$ cat src/rtl/pipelined_cla_adder.sv
// pipelined_cla_adder
//   Pipelined carry-lookahead adder/subtractor. The WIDTH-bit operation is cut
//   into GROUP-bit lookahead groups; group k is resolved in pipeline stage k
//   from the registered carry of stage k-1. Latency is NUM_GROUPS cycles, and
//   throughput is one beat per cycle while the output is drained.
//
//   Optional build macro: CLA_SAT_EN -- saturate sum on signed overflow
//   (toward the sign of a). carry_out/overflow are reported unmodified.
//
// Ports:
//   clk_i        clock, rising edge
//   reset_i      synchronous active-high reset, drops all in-flight beats
//   in_valid_i   operand beat valid
//   in_ready_o   beat accepted this cycle if in_valid_i (= !out_valid_o || out_ready_i)
//   a_i, b_i     operands
//   carry_in_i   carry into bit 0 in add mode, ignored when sub_i=1
//   sub_i        0: a+b+carry_in, 1: a-b
//   out_valid_o  result valid
//   out_ready_i  downstream accepts result
//   sum_o        result (modulo 2^WIDTH, or saturated with CLA_SAT_EN)
//   carry_out_o  carry out of MSB (subtract: 1 = no borrow)
//   overflow_o   signed overflow
module pipelined_cla_adder #(
   parameter int unsigned WIDTH = 16,
   parameter int unsigned GROUP = 4
) (
   input  logic             clk_i,
   input  logic             reset_i,
   input  logic             in_valid_i,
   output logic             in_ready_o,
   input  logic [WIDTH-1:0] a_i,
   input  logic [WIDTH-1:0] b_i,
   input  logic             carry_in_i,
   input  logic             sub_i,
   output logic             out_valid_o,
   input  logic             out_ready_i,
   output logic [WIDTH-1:0] sum_o,
   output logic             carry_out_o,
   output logic             overflow_o
);

   localparam int unsigned NUM_GROUPS = WIDTH / GROUP;

   if (GROUP < 1 || GROUP > 8 || (WIDTH % GROUP) != 0) begin : g_param_err
      $error("pipelined_cla_adder: illegal WIDTH/GROUP combination");
   end

   logic             advance;
   logic [WIDTH-1:0] b_eff;
   logic             cin_eff;

   // Whole pipeline moves as one shift register; never depends on in_valid_i.
   assign advance    = !out_valid_o || out_ready_i;
   assign in_ready_o = advance;
   assign b_eff      = sub_i ? ~b_i : b_i;
   assign cin_eff    = sub_i | carry_in_i;

   for (genvar k = 0; k < NUM_GROUPS; k++) begin : g_stage
      localparam int unsigned Lo  = k * GROUP;
      localparam int unsigned Hi  = Lo + GROUP;
      localparam int unsigned OpW = WIDTH - Lo;

      // op_a/op_b: operand slices not yet processed, group k in the low bits
      logic [OpW-1:0]   op_a;
      logic [OpW-1:0]   op_b;
      logic             v_in;
      logic             c_in;
      logic [GROUP-1:0] g;
      logic [GROUP-1:0] p;
      logic [GROUP-1:0] s;
      logic [GROUP:0]   c;
      logic [Hi-1:0]    s_acc;
      logic [Hi-1:0]    s_d;
      logic [Hi-1:0]    s_q;
      logic             v_q;
      logic             c_q;

      if (k == 0) begin : g_src
         assign op_a  = a_i;
         assign op_b  = b_eff;
         assign v_in  = in_valid_i;
         assign c_in  = cin_eff;
         assign s_acc = s;
      end else begin : g_src
         assign op_a  = g_stage[k-1].g_fwd.a_q;
         assign op_b  = g_stage[k-1].g_fwd.b_q;
         assign v_in  = g_stage[k-1].v_q;
         assign c_in  = g_stage[k-1].c_q;
         assign s_acc = {s, g_stage[k-1].s_q};
      end

      assign g = op_a[GROUP-1:0] & op_b[GROUP-1:0];
      assign p = op_a[GROUP-1:0] ^ op_b[GROUP-1:0];

      // Flattened sum-of-products lookahead: every carry is a two-level
      // function of g, p and c_in, no carry feeds another.
      always_comb begin
         logic term;
         logic acc;
         term = 1'b0;
         acc  = 1'b0;
         c    = '0;
         c[0] = c_in;
         for (int i = 0; i < int'(GROUP); i++) begin
            acc = 1'b0;
            for (int j = 0; j <= i; j++) begin
               term = g[j];
               for (int m = j + 1; m <= i; m++) term = term & p[m];
               acc = acc | term;
            end
            term = c_in;
            for (int m = 0; m <= i; m++) term = term & p[m];
            c[i+1] = acc | term;
         end
      end

      assign s = p ^ c[GROUP-1:0];

      if (k == NUM_GROUPS - 1) begin : g_last
         logic ovf;
         logic ovf_q;

         assign ovf = c[GROUP] ^ c[GROUP-1];

`ifdef CLA_SAT_EN
         // a and b_eff share a sign whenever ovf is set, so a's MSB picks the rail.
         always_comb begin
            s_d = s_acc;
            if (ovf) begin
               s_d = op_a[GROUP-1] ? {1'b1, {(Hi-1){1'b0}}} : {1'b0, {(Hi-1){1'b1}}};
            end
         end
`else
         assign s_d = s_acc;
`endif

         always_ff @(posedge clk_i) begin
            if (reset_i) begin
               ovf_q <= 1'b0;
            end else if (advance && v_in) begin
               ovf_q <= ovf;
            end
         end
      end else begin : g_fwd
         logic [OpW-GROUP-1:0] a_q;
         logic [OpW-GROUP-1:0] b_q;

         assign s_d = s_acc;

         always_ff @(posedge clk_i) begin
            if (reset_i) begin
               a_q <= '0;
               b_q <= '0;
            end else if (advance && v_in) begin
               a_q <= op_a[OpW-1:GROUP];
               b_q <= op_b[OpW-1:GROUP];
            end
         end
      end

      // Data only loads with a real beat so bubbles leave outputs untouched.
      always_ff @(posedge clk_i) begin
         if (reset_i) begin
            v_q <= 1'b0;
            c_q <= 1'b0;
            s_q <= '0;
         end else if (advance) begin
            v_q <= v_in;
            if (v_in) begin
               c_q <= c[GROUP];
               s_q <= s_d;
            end
         end
      end
   end

   assign out_valid_o = g_stage[NUM_GROUPS-1].v_q;
   assign sum_o       = g_stage[NUM_GROUPS-1].s_q;
   assign carry_out_o = g_stage[NUM_GROUPS-1].c_q;
   assign overflow_o  = g_stage[NUM_GROUPS-1].g_last.ovf_q;

endmodule

$ cat config.mk
export PLATFORM = sky130hd
export DESIGN_NAME = pipelined_cla_adder
export DESIGN_NICKNAME = d
export VERILOG_FILES = /design/src/rtl/pipelined_cla_adder.sv
export SDC_FILE = /design/constraint.sdc
export NUM_CORES = 1
export LEC_CHECK = 0
export BUFFER_PORTS_ARGS = -buffer_cell sky130_fd_sc_hd__clkbuf_2
export CORE_MARGIN = 2
export CORE_UTILIZATION = 50
export CTS_BUF_LIST = sky130_fd_sc_hd__clkbuf_4
export DETAILED_ROUTE_END_ITERATION = 10
export GPL_ROUTABILITY_DRIVEN = 0
export PLACE_DENSITY = 0.82
export SYNTH_ARGS = -nofsm -noshare
export SYNTH_HDL_FRONTEND = slang
export SYNTH_SLANG_ARGS = --single-unit
$ cat constraint.sdc
create_clock -name clk_i -period 1.9 [get_ports clk_i]
set_input_delay 0.19 -clock clk_i [delete_from_list [all_inputs] [get_ports clk_i]]
set_output_delay 0.19 -clock clk_i [all_outputs]
set_load 0.02 [all_outputs]
Word level (Yosys, flattened, before mapping)
Index checks and enable logic that the tools add are counted.

word-level totals
  register bits = 97
  bits in latches = 0
  bits in writable memories = 0
  memory bits (read-only) = 0
  input bits = 38
  output and inout port bits = 20
  word-level logic and storage cells = 125
  memories = 0

cells by class
  add/subtract/negate cells = 0
  multipliers = 0
  div/mod/pow operators = 0
  magnitude comparators = 0
  eq/ne operators = 0
  shift operators = 0
  muxes and demuxes = 1
  bitwise logic cells = 95
  reduce and logical (&&, ||, !) cells = 10

operator list
  cell                 count
  bitwise OR 1 bit     41
  AND 1 bit            40
  bitwise XOR 4 bit    8
  AND 4 bit            4
  2-to-1 mux 16 bit    1
  NOT 16 bit           1
  AND reduction 2 bit  4
  logical AND 1 bit    4
  logical NOT 1 bit    1
  logical OR 1 bit     1
  bitwise XOR 1 bit    1

Logic depth before layout (Yosys ltp)
Gate-level depths: netlist of the first run.

  word-level depth = 10
  gate-level depth with buffers = 8
  gate-level depth less buffers = 6

Worst setup path after synthesis of the first run
OpenSTA, ideal clock, no wires.

  kind = input to register
  start = input port sub_i
  end = register g_stage[0].s_q[3]
  setup time = 0.083 ns
  arrival time = 1.777 ns
  data required time = 1.817 ns
  slack = 0.041 ns
  cell stages on the path = 8
  path buffers = 2
  cell sequence = buf_4 -> buf_6 -> xor2_1 -> ha_1 -> ha_1 -> o211a_1 -> or2_2 -> o221ai_1

on the way
  longest elaborated chain between the ends = 8
  elaborated cells on any way between the ends = 14
  those cells by class = mux (1); bitwise (13)

RTL lines
  item                                            line    RTL
  start: declaration                              34      input logic sub_i,
  2-to-1 mux 16 bit                               55      assign b_eff = sub_i ? ~b_i : b_i;
  AND 4 bit or bitwise XOR 4 bit (tied branches)  92, 93
  AND 1 bit (2 in series)                         108     for (int m = j + 1; m <= i; m++) term = term & p[m];
  bitwise OR 1 bit (2 in series)                  109     acc = acc | term;
  bitwise OR 1 bit                                113     c[i+1] = acc | term;
  bitwise XOR 4 bit (*)                           117     assign s = p ^ c[GROUP-1:0];
  end signal: assignment                          166     s_q <= '0;
  end signal: assignment                          171     s_q <= s_d;
  end: declaration                                74      logic [Hi-1:0] s_q;

Mark *: on every way between the ends. The rest lies on a longest branch, timed or not.
A chain may end at the register's enable or synchronous reset.

Worst setup path after layout of the first run
  start = register g_stage[0].g_fwd.a_q[0]
  end = register g_stage[1].s_q[7]

on the way
  longest elaborated chain between the ends = 7
  elaborated cells on any way between the ends = 11
  those cells by class = bitwise (11)

RTL lines
  item                            line  RTL
  start: declaration              145   logic [OpW-GROUP-1:0] a_q;
  start signal: assignment        155   a_q <= op_a[OpW-1:GROUP];
  AND 4 bit                       92    assign g = op_a[GROUP-1:0] & op_b[GROUP-1:0];
  AND 1 bit (2 in series)         108
  bitwise OR 1 bit (2 in series)  109
  bitwise OR 1 bit (*)            113
  bitwise XOR 4 bit (*)           117
  end signal: assignment          166
  end signal: assignment          171
  end: declaration                74

Marked as above.

==> out/metrics.cfg, run 1 <==
[die]
start_util = 0.506
die_y_um = 100
dieWidth_um = 100
ioPinCount = 58
fp-row-count = 35
die-area_mm2 = 0.0100
coreArea_mm2 = 0.00911

[timing]
fin_hold_ws_ns = 0.0325
fin_crit_ns = 1.75
clock_skew_ns = 0.0202
fin_crit_sh = 0.918
setup_viol = 0
hold_viol_final = 0
drv_slew = 0
fmax_mhz = 573
slew_headroom = 0.576
finalSetupTns_ns = 0
tightestPinTransition_ns = 0.635
rsz0062_at_grt = false

[clock_network]
numClockSinks = 97
cts.path.max_buffers = 2
path_clk_slew_ns = 0.15
cts_tree = done
htree_levels = 3
insertion_delay_ns = 0.46
cts-root-buf = clkbuf_4
cts_inserted_buffers = 9

[setup_path]
ff2ff_path_depth = 5
reg2reg_to = g_stage[1].s_q[7]
endpoint = g_stage[1].s_q[7]
regToRegSetupSlack_ns = 0.15
required_ns = 2.26
timing.critical_path.from_type = register
arrival_ns = 2.10
rr_startpoint = g_stage[0].g_fwd.a_q[0]
path_class = reg2reg
critical_path.startpoint = g_stage[0].g_fwd.a_q[0]
crit_fanout = 3
end_kind = register

[drt]
top_layer = met4
drcViolationCount = 0
met3_length_um = 642
vias = 4049
avgViaCountPerCell = 5.88
drt-met1-wl_um = 4720
antenna_left = 0
detail_route.wirelength_um = 10400
drt_iter0_drc = 332
dr.pass1.iters = 4
wl_met2_um = 4940
wl_per_cell_um = 15.1

[final_layout]
fillers = 811
drive_gt1_frac = 0.161
instances_no_fill = 689
multi_input_area_mm2 = 0.00231
design_area_mm2 = 0.00525
syn_to_final_growth_pct = 13.8
postLayoutCoreUtil = 0.576
regArea_mm2 = 0.00194
nets = 635
num_antenna_cells = 0

[grt]
grt_max_degree = 107
grt-ovfl-total = 0
grt_pass1_vias = 3591
grt_first_pass_wirelength_um = 16800
antenna_found_initial = 0
grt_use_total = 0.206

[pwr]
power.switching_mw = 0.992
vdd_drop_max_uv = 451
pwr-share-clk = 0.342
p_comb_frac = 0.118
p_int_mw = 3.01
power_density_mw_per_mm2 = 763
p_leak_nw = 2.06
pwr-share-seq = 0.540
switching_share = 0.248

[yosys]
synthTopCellsByCount = dfxtp_1 (97), a21oi_1 (90), o21ai_0 (70)
synth_seq_cells = 97
synth_area_leaders = dfxtp_1 (42%), a21oi_1 (9.8%), o21ai_0 (7.6%)
syn-cell-area_mm2 = 0.00461
yosysMostFrequentCell = dfxtp_1
async_flop_share = 0
synth_area_leader_cell = dfxtp_1
synth_ff_type = dfxtp_1
yosysTopAreaCellShare = 0.421
syn_avg_cell_area_um2 = 8.78
ys_types = 36
syn_inst = 525
synth_nets = 587
seq_area_frac_synth = 0.421
yosysWarnings = 0
synth_edf_count = 0

[flow_run]
cap_viol_max_count = 0

[placement]
io_buffers = 57
hpwlAfterDp_um = 6770
placed_area_mm2 = 0.00482
dp_cells = 651

[min_path]
hp-start = b_i[10]
hold_path_class = in2reg

[run_status]
status = finished clean

[worst max-delay path: stages (launching register included)]
cell	delay, ns
dfxtp_1	0.37
ha_1	0.32
ha_1	0.20
o211a_1	0.23
or2_0	0.23
o311ai_1	0.30
[metal layers]
layer	vias up	track usage
met1	1903	0.283
met5	-	0
met2	126	0.327
met3	13	0.0432
li1	2007	-
met4	0	0.0632
[flip-flops by register name (all words and copies together), names as in the netlist]
register	cells
out_valid_o	1
g_stage.g_fwd.b_q	24
sum_o	16
g_stage.c_q	3
carry_out_o	1
g_stage.g_fwd.a_q	24
overflow_o	1
g_stage.v_q	3
g_stage.s_q	24
[worst min path at each step]
| stage | end | slack, ns | cells past startpoint |
|---|---|---|---|
| floorplan | g_stage[0].g_fwd.a_q[10] | 0.35 | 2 |
| global placement | g_stage[0].g_fwd.a_q[6] | 0.45 | 3 |
| detailed placement | g_stage[0].g_fwd.a_q[4] | 0.46 | 3 |
| CTS | g_stage[0].g_fwd.b_q[10] | 0.002 | 3 |
| global route | g_stage[0].g_fwd.b_q[0] | 0.008 | 3 |
| finish | g_stage[0].g_fwd.b_q[6] | 0.03 | 3 |
[cells in the final DEF, fill, tap and decap left out, types with 2 or more instances in the layout]
cell type | Yosys | final
clkbuf_2 | 1 | 56
a211oi_1 | 19 | 19
o311ai_1 | 5 | 5
clkinvlp_4 | 0 | 2
xnor2_1 | 16 | 16
o21ai_0 | 70 | 70
a21oi_1 | 90 | 90
nor2_1 | 11 | 11
a21o_1 | 4 | 4
o21ai_1 | 4 | 4
buf_12 | 0 | 2
dfxtp_1 | 97 | 97
o211a_1 | 4 | 4
o2111ai_1 | 8 | 8
nand4b_1 | 7 | 7
or2_2 | 3 | 3
o221ai_1 | 3 | 3
nand3_1 | 65 | 65
xor2_1 | 4 | 4
nand2b_1 | 4 | 4
a311oi_1 | 2 | 2
buf_4 | 6 | 11
dlygate4sd3_1 | 0 | 19
nor2b_1 | 5 | 5
clkbuf_4 | 0 | 10
nand2_1 | 7 | 7
inv_1 | 7 | 7
nor3_1 | 4 | 4
fa_1 | 4 | 4
ha_1 | 20 | 20
bufinv_16 | 0 | 3
o21a_1 | 4 | 4
[layout make-up]
class                      instances  area share
inverter                           8      0.0107
timing repair inverter             1     0.00215
sequential                        97       0.370
clock buffer                      10      0.0143
tap                              111      0.0265
timing repair buffer              89       0.114
multi-input combinational        367       0.440
clock inverter                     6      0.0217
[cell families (layout without fill, tap and decap cells)]
| logic type | count (synthesis) | in the layout | share of synthesized area |
|---|---|---|---|
| DFF | 97 | 97 | 0.421 |
| and+or+nand+nor | 109 | 109 | 0.125 |
| adders and majority gates | 24 | 24 | 0.0717 |
| buffers and inverters | 61 | 114 | 0.0774 |
| xor gates and xnor gates | 20 | 20 | 0.0380 |
| AOI/OAI and AO/OA | 214 | 214 | 0.267 |
[stage by stage]
stage | power [mW] | setup slack (ns)
2_1_floorplan | 2.51 | 0.0407
3_3_place_gp | 2.62 | 0.152
3_5_place_dp | 2.64 | 0.0671
4_1_cts | 4.02 | 0.0875
5_1_grt | 4.17 | 0.0470
6_report | 4.00 | 0.155
[timing repair]
action	CTS	global route
buffers inserted	0	2
hold buffers	18	1
endpoints found under the setup margin	0	1
gates resized for setup	0	2
endpoints found under the hold margin	18	1
[power by group through the flow]
stage	clock (mW)	combinational, mW	sequential (mW)
3_5_place_dp	0	0.431	2.20
3_3_place_gp	0	0.417	2.20
4_1_cts	1.40	0.462	2.16
6_report	1.37	0.470	2.16
2_1_floorplan	0	0.320	2.19
5_1_grt	1.48	0.522	2.17
No activity file was read; power rests on OpenSTA's default activity.
==> inputs of run 2 (changes only) <==
- BUFFER_PORTS_ARGS: -buffer_cell sky130_fd_sc_hd__clkbuf_2 -> -buffer_cell sky130_fd_sc_hd__buf_2
==> out/metrics.cfg, run 2 (same netlist as run 1, synthesis figures left out) <==
[drt]
vias = 3935  ; was 4,049
detail_route.wirelength_um = 9940  ; was 10,400 µm
drcViolationCount = 0  ; unchanged
avgViaCountPerCell = 5.82  ; was 5.88
antenna_left = 0  ; unchanged
wl_per_cell_um = 14.7  ; was 15.1 µm
drt_iter0_drc = 233  ; was 332
dr.pass1.iters = 4  ; unchanged

[timing]
setup_viol = 0  ; unchanged
drv_slew = 0  ; unchanged
slew_headroom = 0.571  ; was 0.576
fmax_mhz = 546  ; was 573 MHz
layout_setup_ws_ns = 0.0694  ; was 0.155 ns
fin_crit_ns = 1.83  ; was 1.75 ns
hold_viol_final = 0  ; unchanged
clock_skew_ns = 0.00945  ; was 0.0202 ns
rsz0062_at_grt = false  ; unchanged
fin_hold_ws_ns = 0.0109  ; was 0.0325 ns
fin_crit_sh = 0.963  ; was 0.918
finalSetupTns_ns = 0  ; unchanged
tightestPinTransition_ns = 0.642  ; was 0.635 ns

[grt]
grt_max_degree = 107  ; unchanged
antenna_found_initial = 0  ; unchanged
grt_first_pass_wirelength_um = 16600  ; was 16,800 µm
grt_pass1_vias = 3623  ; was 3,591
grt_use_total = 0.200  ; was 0.206
grt-ovfl-total = 0  ; unchanged

[die]
dieWidth_um = 100  ; unchanged
die_y_um = 100  ; unchanged
start_util = 0.506  ; unchanged
fp-row-count = 35  ; unchanged
die-area_mm2 = 0.0100  ; unchanged
coreArea_mm2 = 0.00911  ; unchanged
ioPinCount = 58  ; unchanged

[final_layout]
num_antenna_cells = 0  ; unchanged
reg_top3 = g_stage.g_fwd.a_q x24, g_stage.g_fwd.b_q x24, g_stage.s_q x24  ; unchanged
final_common_cell = dfxtp_1  ; unchanged
syn_to_final_growth_pct = 9.04  ; was 13.8%
postLayoutCoreUtil = 0.552  ; was 0.576
fillers = 836  ; was 811
nets = 622  ; was 635
drive_gt1_frac = 0.163  ; was 0.161
layout_common_cells = dfxtp_1 (97), a21oi_1 (90), o21ai_0 (70), nand3_1 (65), buf_2 (57)  ; was dfxtp_1 (97), a21oi_1 (90), o21ai_0 (70), nand3_1 (65), clkbuf_2 (56)
design_area_mm2 = 0.00502  ; was 0.00525 mm²

[run_status]
status = finished clean  ; unchanged

[setup_path]
path_class = reg2out  ; was reg2reg
timing.critical_path.from_type = register  ; unchanged
rr_startpoint = g_stage[0].g_fwd.a_q[0]  ; unchanged
regToRegSetupSlack_ns = 0.22  ; was 0.15 ns
arrival_ns = 1.64  ; was 2.10 ns
crit_fanout = 106  ; was 3
ff2ff_path_depth = 5  ; unchanged
required_ns = 1.71  ; was 2.26 ns
reg2reg_to = g_stage[1].s_q[7]  ; unchanged
end_kind = primary output  ; was register

[placement]
hpwlAfterDp_um = 6820  ; was 6770 µm
io_buffers = 57  ; unchanged
dp_slack_ns = 0.0570  ; was 0.0671 ns
placed_area_mm2 = 0.00483  ; was 0.00482 mm²

[pwr]
power_density_mw_per_mm2 = 733  ; was 763 mW/mm²
p_leak_nw = 1.99  ; was 2.06 nW
vdd_drop_max_uv = 387  ; was 451 µV

[min_path]
hold-path-cell-count = 3  ; unchanged
hold_path_class = in2reg  ; unchanged
holdPathEnd = g_stage[0].g_fwd.a_q[8]  ; was g_stage[0].g_fwd.b_q[6]
hp-start = a_i[12]  ; was b_i[10]

[flow_run]
cap_viol_max_count = 0  ; unchanged

[clock_network]
insertion_delay_ns = 0.43  ; was 0.46 ns
path_clk_slew_ns = 0.14  ; was 0.15 ns
htree_levels = 3  ; unchanged
cts-root-buf = clkbuf_4  ; unchanged
cts.path.max_buffers = 2  ; unchanged
cts_tree = done  ; unchanged
cts_inserted_buffers = 9  ; unchanged
numClockSinks = 97  ; unchanged

-- run 2: how the worst max path moves through the flow --
stage	from	end	slack, ns	cells past startpoint
floorplan	sub_i	g_stage[0].s_q[3]	0.04	8
global placement	sub_i	g_stage[0].s_q[3]	0.13	7
detailed placement	sub_i	g_stage[0].s_q[3]	0.06	7
CTS	out_valid_o	in_ready_o	0.09	3
global route	out_valid_o	in_ready_o	0.01	3
finish	out_valid_o	in_ready_o	0.07	3
-- run 2: power breakdown --
part           leakage [nW]  internal, mW  total [mW]  switching (mW)
Clock                0.0698         0.408        1.07           0.666
Sequential            0.790          2.11        2.16          0.0485
Combinational          1.13         0.193       0.447           0.254
Total                  1.99          2.71        3.68           0.968
-- run 2: critical path, stage by stage, from the launching register on --
cell and delay, ns:
dfxtp_1 0.34, nor2b_4 0.15, inv_8 0.37, buf_2 0.27
-- run 2: final cells by class --
| cell class | count | area, µm² | area share |
|---|---|---|---|
| well taps | 111 | 139 | 0.0276 |
| repair buffers | 77 | 463 | 0.0921 |
| flip-flops and latches | 97 | 1940 | 0.386 |
| inverters | 8 | 37.5 | 0.00747 |
| clock inverters | 6 | 58.8 | 0.0117 |
| multi-input cells | 367 | 2310 | 0.460 |
| clock buffers | 10 | 75.1 | 0.0149 |
-- run 2: routing by layer --
layer | GRT usage | vias to the layer above | share of wire
met5 | 0 | - | 0
met2 | 0.331 | 114 | 0.48
met3 | 0.0265 | 11 | 0.048
met1 | 0.274 | 1832 | 0.46
met4 | 0.0653 | 0 | 0.012
li1 | - | 1978 | -
-- run 2: timing repair --
item,CTS,global route
hold buffers,6,0
setup buffers,0,0
gates resized for setup,0,0
hold endpoints to repair,6,0
-- run 2: per-stage QoR --
stage,instances,power (mW)
CTS,676,3.71
detailed placement,654,2.64
floorplan,525,2.51
global placement,654,2.62
global route,676,3.83
finish,676,3.68
